### src/rtl/dlx_fetch.sv
// dlx_fetch: DLX instruction-fetch stage.
// Owns the fetch PC, issues word reads over a valid/ready handshake and buffers
// returned {word, pc} pairs in a small FIFO that feeds the decoder.
//
// state | meaning
// BOOT  | just out of reset, no requests issued
// RUN   | fetching while the queue has room
// HALT  | no new requests, queue drains; left only via redirect
module dlx_fetch #(
  parameter logic [31:0] RESET_PC = 32'h0000_0000,
  parameter int          DEPTH    = 2
) (
  input  logic        clk,
  input  logic        reset,
  output logic [31:0] i_address,
  output logic        i_read_en,
  input  logic        i_ready,
  input  logic [31:0] i_data_read,
  input  logic        stall,
  input  logic        halt,
  input  logic        redirect,
  input  logic [31:0] redirect_target,
  output logic        ID,
  output logic [31:0] instr,
  output logic [31:0] pc_out
);

  localparam int AW = (DEPTH > 1) ? $clog2(DEPTH) : 1;
  localparam int CW = AW + 1;
  localparam logic [CW-1:0] FULL = CW'(DEPTH);

  typedef enum logic [1:0] {ST_BOOT, ST_RUN, ST_HALT} state_t;

  state_t        state_q, state_d;
  logic [31:0]   pc_q, pc_d;
  logic [CW-1:0] count_q, count_d;
  logic [AW-1:0] wr_q, wr_d;
  logic [AW-1:0] rd_q, rd_d;
  logic [31:0]   word_q [DEPTH];
  logic [31:0]   word_d [DEPTH];
  logic [31:0]   addr_q [DEPTH];
  logic [31:0]   addr_d [DEPTH];

  logic push, pop, redirect_eff;

  assign i_read_en    = (state_q == ST_RUN) && (count_q < FULL) && !redirect;
  assign i_address    = pc_q;
  assign ID           = (count_q != '0);
  assign instr        = word_q[rd_q];
  assign pc_out       = addr_q[rd_q];
  assign push         = i_read_en && i_ready;
  assign pop          = ID && !stall;
  // A redirect that arrives before the first RUN cycle has nothing to flush
  // and must not move the PC away from RESET_PC.
  assign redirect_eff = redirect && (state_q != ST_BOOT);

  // Next-state: FSM, PC, queue pointers/count and queue storage.
  always_comb begin
    state_d = state_q;
    pc_d    = pc_q;
    count_d = count_q;
    wr_d    = wr_q;
    rd_d    = rd_q;
    word_d  = word_q;
    addr_d  = addr_q;

    case (state_q)
      ST_BOOT: state_d = ST_RUN;
      ST_RUN:  if (halt) state_d = ST_HALT;
      ST_HALT: state_d = ST_HALT;
      default: state_d = ST_BOOT;
    endcase

    if (redirect_eff) begin
      state_d = ST_RUN;
      pc_d    = redirect_target & ~32'h3;
      count_d = '0;
      wr_d    = '0;
      rd_d    = '0;
    end else begin
      if (push) begin
        word_d[wr_q] = i_data_read;
        addr_d[wr_q] = pc_q;
        wr_d         = wr_q + AW'(1);
        pc_d         = pc_q + 32'd4;
      end
      if (pop) rd_d = rd_q + AW'(1);
      case ({push, pop})
        2'b10:   count_d = count_q + CW'(1);
        2'b01:   count_d = count_q - CW'(1);
        default: count_d = count_q;
      endcase
    end
  end

  // State registers with asynchronous reset; storage cleared so instr/pc_out reset to 0.
  always_ff @(posedge clk or posedge reset) begin
    if (reset) begin
      state_q <= ST_BOOT;
      pc_q    <= RESET_PC;
      count_q <= '0;
      wr_q    <= '0;
      rd_q    <= '0;
      for (int i = 0; i < DEPTH; i++) begin
        word_q[i] <= '0;
        addr_q[i] <= '0;
      end
    end else begin
      state_q <= state_d;
      pc_q    <= pc_d;
      count_q <= count_d;
      wr_q    <= wr_d;
      rd_q    <= rd_d;
      word_q  <= word_d;
      addr_q  <= addr_d;
    end
  end

endmodule

### config.mk
export PLATFORM = sky130hd
export DESIGN_NAME = dlx_fetch
export DESIGN_NICKNAME = d
export VERILOG_FILES = /design/src/rtl/dlx_fetch.sv
export SDC_FILE = /design/constraint.sdc
export NUM_CORES = 1
export LEC_CHECK = 0
export CAP_MARGIN = 10
export CORE_UTILIZATION = 66
export CTS_BUF_LIST = sky130_fd_sc_hd__clkbuf_8
export DETAILED_ROUTE_END_ITERATION = 8
export DONT_BUFFER_PORTS = 1
export PLACE_DENSITY = 0.92
export SYNTH_ARGS = -nofsm -noshare
export SYNTH_HDL_FRONTEND = slang
export SYNTH_SLANG_ARGS = --single-unit
### constraint.sdc
create_clock -name clk -period 6 [get_ports clk]
set_input_delay 0.6 -clock clk [delete_from_list [all_inputs] [get_ports clk]]
set_output_delay 0.6 -clock clk [all_outputs]
set_load 0.01 [all_outputs]
Word-level counts from Yosys, hierarchy flattened
Index checks and enable logic that the tools add are counted.
{ "totals": {"elab_cells": 62, "out_inout_bits": 98, "reg_bits": 166} }
{ "classes": {"mux": 21, "n_addsub": 5, "reduce_logical": 15, "n_bitwise": 3, "magnitude_cmp": 4, "n_eq_ne": 5} }
{ "op_table": {"columns": ["op", "n"], "rows": [
  ["32-bit two-way mux", 9],
  ["64-bit bitwise mux", 2],
  ["32-bit by 3-bit adder with 32-bit output (second input constant)", 1],
  ["32-bit demux with 1-bit select", 1],
  ["2-bit nonzero test", 4],
  ["1-bit logical AND", 6],
  ["2-bit two-way mux", 3],
  ["2-bit one-hot mux with 3 select lines", 1],
  ["2-bit by 1-bit == test with 1-bit output (second input constant)", 2],
  ["2-bit == test (second input constant)", 2],
  ["2-bit >= comparator (second input constant)", 2],
  ["1-bit two-way mux", 4],
  ["1-bit inverter with 2-bit output", 2],
  ["2-bit one-hot mux with 2 select lines", 1],
  ["3-bit != test (second input constant)", 1],
  ["3-bit nonzero test", 1],
  ["1-bit adder (second input constant)", 2],
  ["2-bit by 1-bit adder with 2-bit output (second input constant)", 1],
  ["1-bit zero test", 2],
  ["2-bit zero test", 1],
  ["2-bit by 1-bit less-than comparator with 1-bit output (second input constant)", 1],
  ["2-bit less-than comparator (second input constant)", 1],
  ["2-bit AND reduction", 1],
  ["2-bit by 1-bit subtractor with 2-bit output (second input constant)", 1],
  ["1-bit inverter", 1]
]} }

Logic depth before layout (Yosys ltp)
Gate-level depths: netlist of the first run.
{ "depth": {"ltp_word": 7, "depth_mapped": 9, "ltp_nobuf": 7} }

Least setup slack after synthesis of the first run
OpenSTA, ideal clock, no wires.
{ "synth_path": {"path_type": "input port to flip-flop", "startpoint": "input port redirect", "endpoint": "register word_q[33] (netlist name)", "slack_ps": 3925, "setup_time_ps": 125, "cell_stages": 5, "required_ps": 5875, "path_buffers": 1, "t_arrival_ps": 1950, "cell_sequence": "nor3b_2 > nand2_1 > nor2_1 > buf_2 > mux2_2"} }
{ "synth_via": {"elab_chain_len": 4} }
{ "synth_rtl": {"columns": ["element", "line_no", "text"], "rows": [
  ["start, declared", "21", "input logic redirect,"],
  ["1-bit zero test", "46", "assign i_read_en = (state_q == ST_RUN) && (count_q < FULL) && !redirect;"],
  ["1-bit logical AND", "46", null],
  ["1-bit logical AND", "51", "assign push = i_read_en && i_ready;"],
  ["2-bit AND reduction (no line) (*)", null, null],
  ["end signal, assigned", "114", "word_q <= word_d;"],
  ["end, declared", "39", "logic [31:0] word_q [DEPTH];"]
]} }
Mark *: on every way between the ends. The rest lies on a longest branch, timed or not.
A chain may end at the register's enable or synchronous reset.

Worst setup path in the final report of the first run
{ "layout_path": {"startpoint": "register state_q[1]", "endpoint": "register word_q[58] (netlist name)"} }
{ "layout_via": {"elab_chain_len": 5} }
{ "layout_rtl": {"columns": ["element", "line_no", "text"], "rows": [
  ["start, declared", "34", "state_t state_q, state_d;"],
  ["start signal, assigned", "109", "state_q <= state_d;"],
  ["2-bit by 1-bit == test with 1-bit output", "46", null],
  ["1-bit logical AND (2 in series)", "46", null],
  ["net i_read_en", "16", "output logic i_read_en,"],
  ["1-bit logical AND", "51", null],
  ["2-bit AND reduction (no line)", null, null]
]} }
The timed path passes the listed nets, and every way through them passes these cells.

==> results.md, run 1 <==
* Run status: finished, final reports clean
* CP Cell Sequence: inv_1 > ha_1 > nor3b_2 > nand2_1 > nor2_4 > buf_4 > mux2_2
* Hold_buf cts at 0
* Setup crit end kind: flip-flop
* Post-Synthesis Cell Area at 7430 um2
* Clock Pin Slew Worst Setup and Hold Paths at 0.09 ns
* Cts repair resizes at 0
* Initial core utilization at 68.2%
* # DRC at 0
* Worst r2r src: state_q[1]$_DFFE_PP0P_
* Largest family of logic cells by synthesized area: multiplexers
* TritonCTS clock tree: built
* DR iter-0 viols at 238
* Avg Cell Area, Syn at 13.0 um2
* Total wire length at 15.0 mm
* # Max-Cap Violations at 0
* Post-synthesis mux area share at 27.9%
* Routability cong. at 0.814
* Post-synth EDFFs at 0
* Post-Synth Simple-Gate Area at 7.91%
* Leakage at 3.43 nW
* Post-synth ARST share at 100%
* Worst vdd ir at 0.336 mV
* Vias in the first global route at 4,570
* Setup ws final at 2.89 ns
* FF-to-FF path depth at 7
* Final clock skew at 0.00857 ns
* Post-synth top area share at 53.9%
* WP data arrival at 3.43 ns
* Synth Warn # at 0
* Top_reg_cell synth: dfrtp_1
* Top Ports at 168
* Top-count cell post-synth: mux2_2
* Core area at 10,900 um2
* Setup CP Type: flip-flop to flip-flop
* Critical Path Max Stage Delay at 0.71 ns
* P per Cell Area at 528 nW/um2
* Synthesized instance count at 570
* Layout cell share with drive strength beyond 1 at 40.7%
* Pre-CTS setup slack at 2.87 ns
* Area of the die at 11,700 um2
* Post-synth top cells: mux2_2 (183), dfrtp_1 (160), nand2_1 (42), o21ai_0 (29), xnor2_1 (18)
* Routed length per instance at 21.0 um
* FF-to-FF setup slack at 2.89 ns
* Synth Area in Compound Gates at 2.85%
* CP Depth at 7
* Max Slew Vio Count at 0
* Die width at 108 um
* Synth Area in Adders at 0.674%
* Post-route setup TNS at 0 ns
* Placed insts at 680
* Hold Fails Final Rpt at 0
* Tot GR Track Use at 26.9%
* Die H at 108 um
* Worst-path fanout max at 35
* Worst-skew pair later-pin latency at 0.44 ns
* Worst slew pin tran at 1.02 ns
* Total grt overflow at 0
* CP Data Required Time at 6.32 ns
* H-tree depth at 4
* Crit path buffers/inverters at 2
* Crit path launch type: flip-flop
* Sequential area share after synthesis at 53.9%
* Synth unique cells at 45
* Worst hold path class: input port to asynchronous set/reset pin
* First-pass GRT wire length at 23.6 mm
* CTS Sinks at 160
* Slew Limit Headroom at 31.9%
* Final HPWL DP at 10.2 mm
* Drt first pass iters at 4
* Worst R2R End: word_q[58]$_DFFE_PP0P_
* Slowest-stage cell, CP: nor2_4
* CTS Buffer Depth at 2
* Finish-stage setup viols at 0
* Synth top area cells: dfrtp_1 (54%), mux2_2 (28%), nand2_1 (2.1%)
* Setup repair bufs after CTS at 0
* Fin cells at 713
* Pin count of the biggest net entering global routing at 120
* Fin crit share at 51.8%
* RSZ-0062 raised after global routing: false
* Period minus WS final at 3.11 ns
* Peak Freq at 322 MHz
* Drt via density at 6.11
* Synth area leader: dfrtp_1
* Port-buffer cells at 0
* Initial antenna violation count at 1
* Nets at 633
* CTS buffer count at 17
* Power, Total at 0.00415 W
* Cell family with most CP delay: simple AND/OR/NAND/NOR gates
* Vias at 4,359
* Post-Synth XOR/XNOR Area at 3.42%
* Root Buffer: clkbuf_8
* # rows at 38
* Post-layout util at 72.2%
* Register bit total from synthesis at 160
* Syn-to-layout area delta at 5.76%
* Antenna-violating nets left at 0
==> logic make-up (layout without fill, tap and decap cells) <==
group | Yosys count | count (layout)
flops | 160 | 160
other cells | 1 | 5
mux | 184 | 184
simple gates | 109 | 109
fa+ha+maj | 4 | 4
compound gates | 39 | 39
buf+inv | 44 | 43
xor+xnor | 29 | 29
==> sequential cells by signal (all words and copies together), names as in the netlist <==
signal,cells
state_q,2
count_q,2
rd_q,1
word_q,64
addr_q,60
wr_q,1
i_address,30
==> layer usage <==
layer | part of all wire [%] | wire (um) | global-route usage [%] | vias up
li1 | - | - | - | 1982
met1 | 40 | 5970 | 31.8 | 2199
met2 | 50 | 7470 | 44.5 | 156
met3 | 8.6 | 1300 | 9.83 | 22
met4 | 1.7 | 257 | 10.6 | 0
met5 | 0 | 0 | 0 | -
==> per-stage QoR <==
stage               instance area (um2)  hold WS (ns)
floorplan                          7440         0.444
global placement                   7450         0.458
detailed placement                 7450         0.472
CTS                                7860         0.256
global route                       7860         0.248
finish                             7860         0.266
==> power by group <==
group	switching, W	internal (W)
clock network	0.000417	0.000384
logic	0.000632	0.000690
registers	0.000484	0.00154
total	0.00153	0.00261
==> final cells by class <==
cell class,instances,area [um2]
antenna,1,2.50
clock buffer,17,234
clock inverter,15,174
fill,721,3030
inverter,7,31.3
multi-input combinational,369,3210
sequential,160,4010
tap,140,175
timing repair buffer,4,30.0
==> cells in the final DEF (no fill, tap or decap), types with 2 or more instances in the layout <==
| master | count |
|---|---|
| xor2_1 | 11 |
| a21oi_1 | 2 |
| nand3_1 | 6 |
| a31oi_1 | 3 |
| mux2_2 | 183 |
| nand2_1 | 41 |
| buf_4 | 4 |
| nor3_1 | 4 |
| o211ai_1 | 2 |
| or3_1 | 2 |
| nand2b_1 | 2 |
| and4_1 | 2 |
| nor4_1 | 3 |
| clkbuf_8 | 17 |
| inv_1 | 6 |
| inv_6 | 6 |
| conb_1 | 4 |
| and3_1 | 4 |
| ha_1 | 4 |
| o21ai_0 | 29 |
| and2_1 | 2 |
| and3_2 | 2 |
| clkinv_4 | 4 |
| bufinv_16 | 2 |
| dfrtp_1 | 159 |
| xnor2_1 | 18 |
| nand4_1 | 12 |
| inv_8 | 2 |
| nor2_1 | 15 |
==> how the worst max path moves through the flow <==
stage | start | end | slack [ns]
after floorplan | reset | addr_q[10]$_DFFE_PP0P_ | 1.08
after global placement | state_q[1]$_DFFE_PP0P_ | word_q[43]$_DFFE_PP0P_ | 3.04
after detailed placement | state_q[1]$_DFFE_PP0P_ | word_q[54]$_DFFE_PP0P_ | 2.87
after CTS | state_q[1]$_DFFE_PP0P_ | word_q[44]$_DFFE_PP0P_ | 2.85
after global routing | state_q[1]$_DFFE_PP0P_ | word_q[44]$_DFFE_PP0P_ | 2.66
final | state_q[1]$_DFFE_PP0P_ | word_q[58]$_DFFE_PP0P_ | 2.89
Power figures use the tool's default switching activity.
==> inputs of run 2 (changes only) <==
- clock period: 6 -> 3.2 ns (I/O delays scaled with it)
==> results.md, run 2 (synthesis results as in run 1) <==
* Nets at 661 (+4.4%)
* Pint at 0.00479 W (+83%)
* # Max-Cap Violations at 0 (unchanged)
* Net load switching power at 0.00290 W (+89%)
* Root Buffer: clkbuf_8
* Leakage at 3.53 nW (+2.9%)
* Routed length per instance at 21.4 um (+1.6%)
* Drt first pass iters at 4 (unchanged)
* Peak Freq at 409 MHz (+27%)
* Final clock skew at 0.0150 ns (+0.00639 ns)
* Initial core utilization at 68.2% (unchanged)
* Crit path launch type: flip-flop
* Period minus WS final at 2.44 ns (-0.667 ns)
* P per Cell Area at 948 nW/um2 (+80%)
* Total grt overflow at 0 (unchanged)
* Post-route setup TNS at 0 ns (unchanged)
* Worst hold path class: input port to flip-flop
* Die H at 108 um (unchanged)
* Clock Pin Slew Worst Setup and Hold Paths at 0.09 ns (about the same)
* Pin count of the biggest net entering global routing at 55 (-54%)
* Setup CP Type: flip-flop to flip-flop
* Part of the power in registers at 49.6% (+0.8 points)
* Routability cong. at 0.759 (-6.8%)
* Worst-skew pair later-pin latency at 0.44 ns (about the same)
* H-tree depth at 4 (unchanged)
* Run status: finished, final reports clean
* Post-layout util at 74.5% (+2.3 points)
* Drt via density at 6.19 (+1.2%)
* WP data arrival at 2.80 ns (-0.63 ns)
* Worst vdd ir at 0.499 mV (+49%)
* Area of the die at 11,700 um2 (unchanged)
* Switching share of power at 37.7% (+0.73 points)
* Slew Limit Headroom at 29.7% (-2.2 points)
* Syn-to-layout area delta at 9.13%
* RSZ-0062 raised after global routing: false
* Hold Path Depth at 2
* # DRC at 0 (unchanged)
* Fin crit share at 76.3% (+25 points)
* CTS buffer count at 17 (unchanged)
* Setup crit end kind: flip-flop
* DR iter-0 viols at 241 (+1.3%)
* Vias in the first global route at 4,981 (+9.0%)
* Hold Fails Final Rpt at 0 (unchanged)
* Total wire length at 15.8 mm (+5.5%)
* Max reg flops at 64 (unchanged)
* Initial antenna violation count at 0 (-1)
* # fillers at 674 (-6.5%)
* Layout cell share with drive strength beyond 1 at 39.3% (-1.4 points)
* Antenna-violating nets left at 0 (unchanged)
* Vias at 4,577 (+5.0%)
* Top Ports at 168 (unchanged)
* Final HPWL DP at 10.5 mm (+2.9%)
* Most flop-heavy register: word_q
* CTS Sinks at 160 (unchanged)
* CTS Buffer Depth at 2 (unchanged)
* # diodes at 0 (-1)
* Core area at 10,900 um2 (unchanged)
* Die width at 108 um (unchanged)
* Most frequent cells in the layout: mux2_2 (183), dfrtp_1 (159), nand2_1 (41)
* TritonCTS clock tree: built
* Max Slew Vio Count at 0 (unchanged)
* Worst slew pin tran at 1.05 ns (+0.0331 ns)
* Tot GR Track Use at 28.4% (+1.6 points)
* Logic pwr share at 32.9% (+1.0 points)
* Commonest non-fill, non-tap cell in the layout: mux2_2
* Worst-path fanout max at 11 (-69%)
* Finish-stage setup viols at 0 (unchanged)
* Cts repair resizes at 0 (unchanged)
* FF-to-FF setup slack at 0.76 ns (-2.13 ns)
* FF-to-FF path depth at 5 (-2)
* First-pass GRT wire length at 25.2 mm (+6.7%)
* Port-buffer cells at 0 (unchanged)
* Clock power frac at 17.5% (-1.8 points)
* # rows at 38 (unchanged)
* CP Data Required Time at 3.56 ns (-2.76 ns)
## run 2: worst max-delay path, stage by stage (launching register included)
cell and delay (ns):
dfrtp_1 0.62, nand4_4 0.19, nor4_4 0.63, nand3_1 0.31, or3_1 0.42, a31oi_1 0.18
## run 2: worst paths after layout
check / endpoint / start
hold reg to reg: addr_q[11]$_DFFE_PP0P_ / addr_q[11]$_DFFE_PP0P_
setup / recovery: i_address[28]$_DFFE_PP0P_ / i_address[12]$_DFFE_PP0P_
hold / removal: i_address[8]$_DFFE_PP0P_ / redirect_target[8]
max in group asynchronous: rd_q$_DFFE_PP0P_ / reset
setup reg to reg: i_address[28]$_DFFE_PP0P_ / i_address[12]$_DFFE_PP0P_
min in group asynchronous: i_address[8]$_DFFE_PP0P_ / reset
## run 2: layout make-up
cell class,count,area (um2),area share [%]
tap,140,175,2.16
inverter,7,30.0,0.370
multi-input combinational,369,3210,39.5
sequential,160,4010,49.4
timing repair buffer,32,338,4.17
clock buffer,18,248,3.06
clock inverter,14,106,1.31
## run 2: through the flow
stage | hold WS [ns] | std cells | setup slack, ns | instance area [um2] | total power, W
2_1_floorplan | 0.436 | 573 | 0.851 | 7450 | 0.00573
3_3_place_gp | 0.347 | 684 | 0.900 | 7510 | 0.00612
3_5_place_dp | 0.386 | 684 | 0.831 | 7510 | 0.00634
4_1_cts | 0.00252 | 737 | 0.772 | 8080 | 0.00770
5_1_grt | 0.000150 | 740 | 0.572 | 8110 | 0.00813
6_report | 0.0163 | 740 | 0.758 | 8110 | 0.00769
## run 2: power by group through the flow
stage	clock, W	sequential [W]	combinational [W]
CTS	0.00136	0.00380	0.00254
global placement	0	0.00373	0.00239
global route	0.00145	0.00395	0.00274
floorplan	0	0.00349	0.00224
detailed placement	0	0.00384	0.00250
finish	0.00134	0.00381	0.00253
## run 2: per-layer routing
layer | vias up | global-route usage (%) | share of wire [%]
met3 | 34 | 9.10 | 7.9
li1 | 2034 | - | -
met5 | - | 0 | 0
met4 | 0 | 13.7 | 2.3
met1 | 2337 | 32.6 | 39
met2 | 172 | 48.1 | 51
## run 2: repair_timing
item | 4_1_cts | 5_1_grt
hold buffers | 21 | 3
hold endpoints to repair | 54 | 3
buffers inserted | 0 | 0
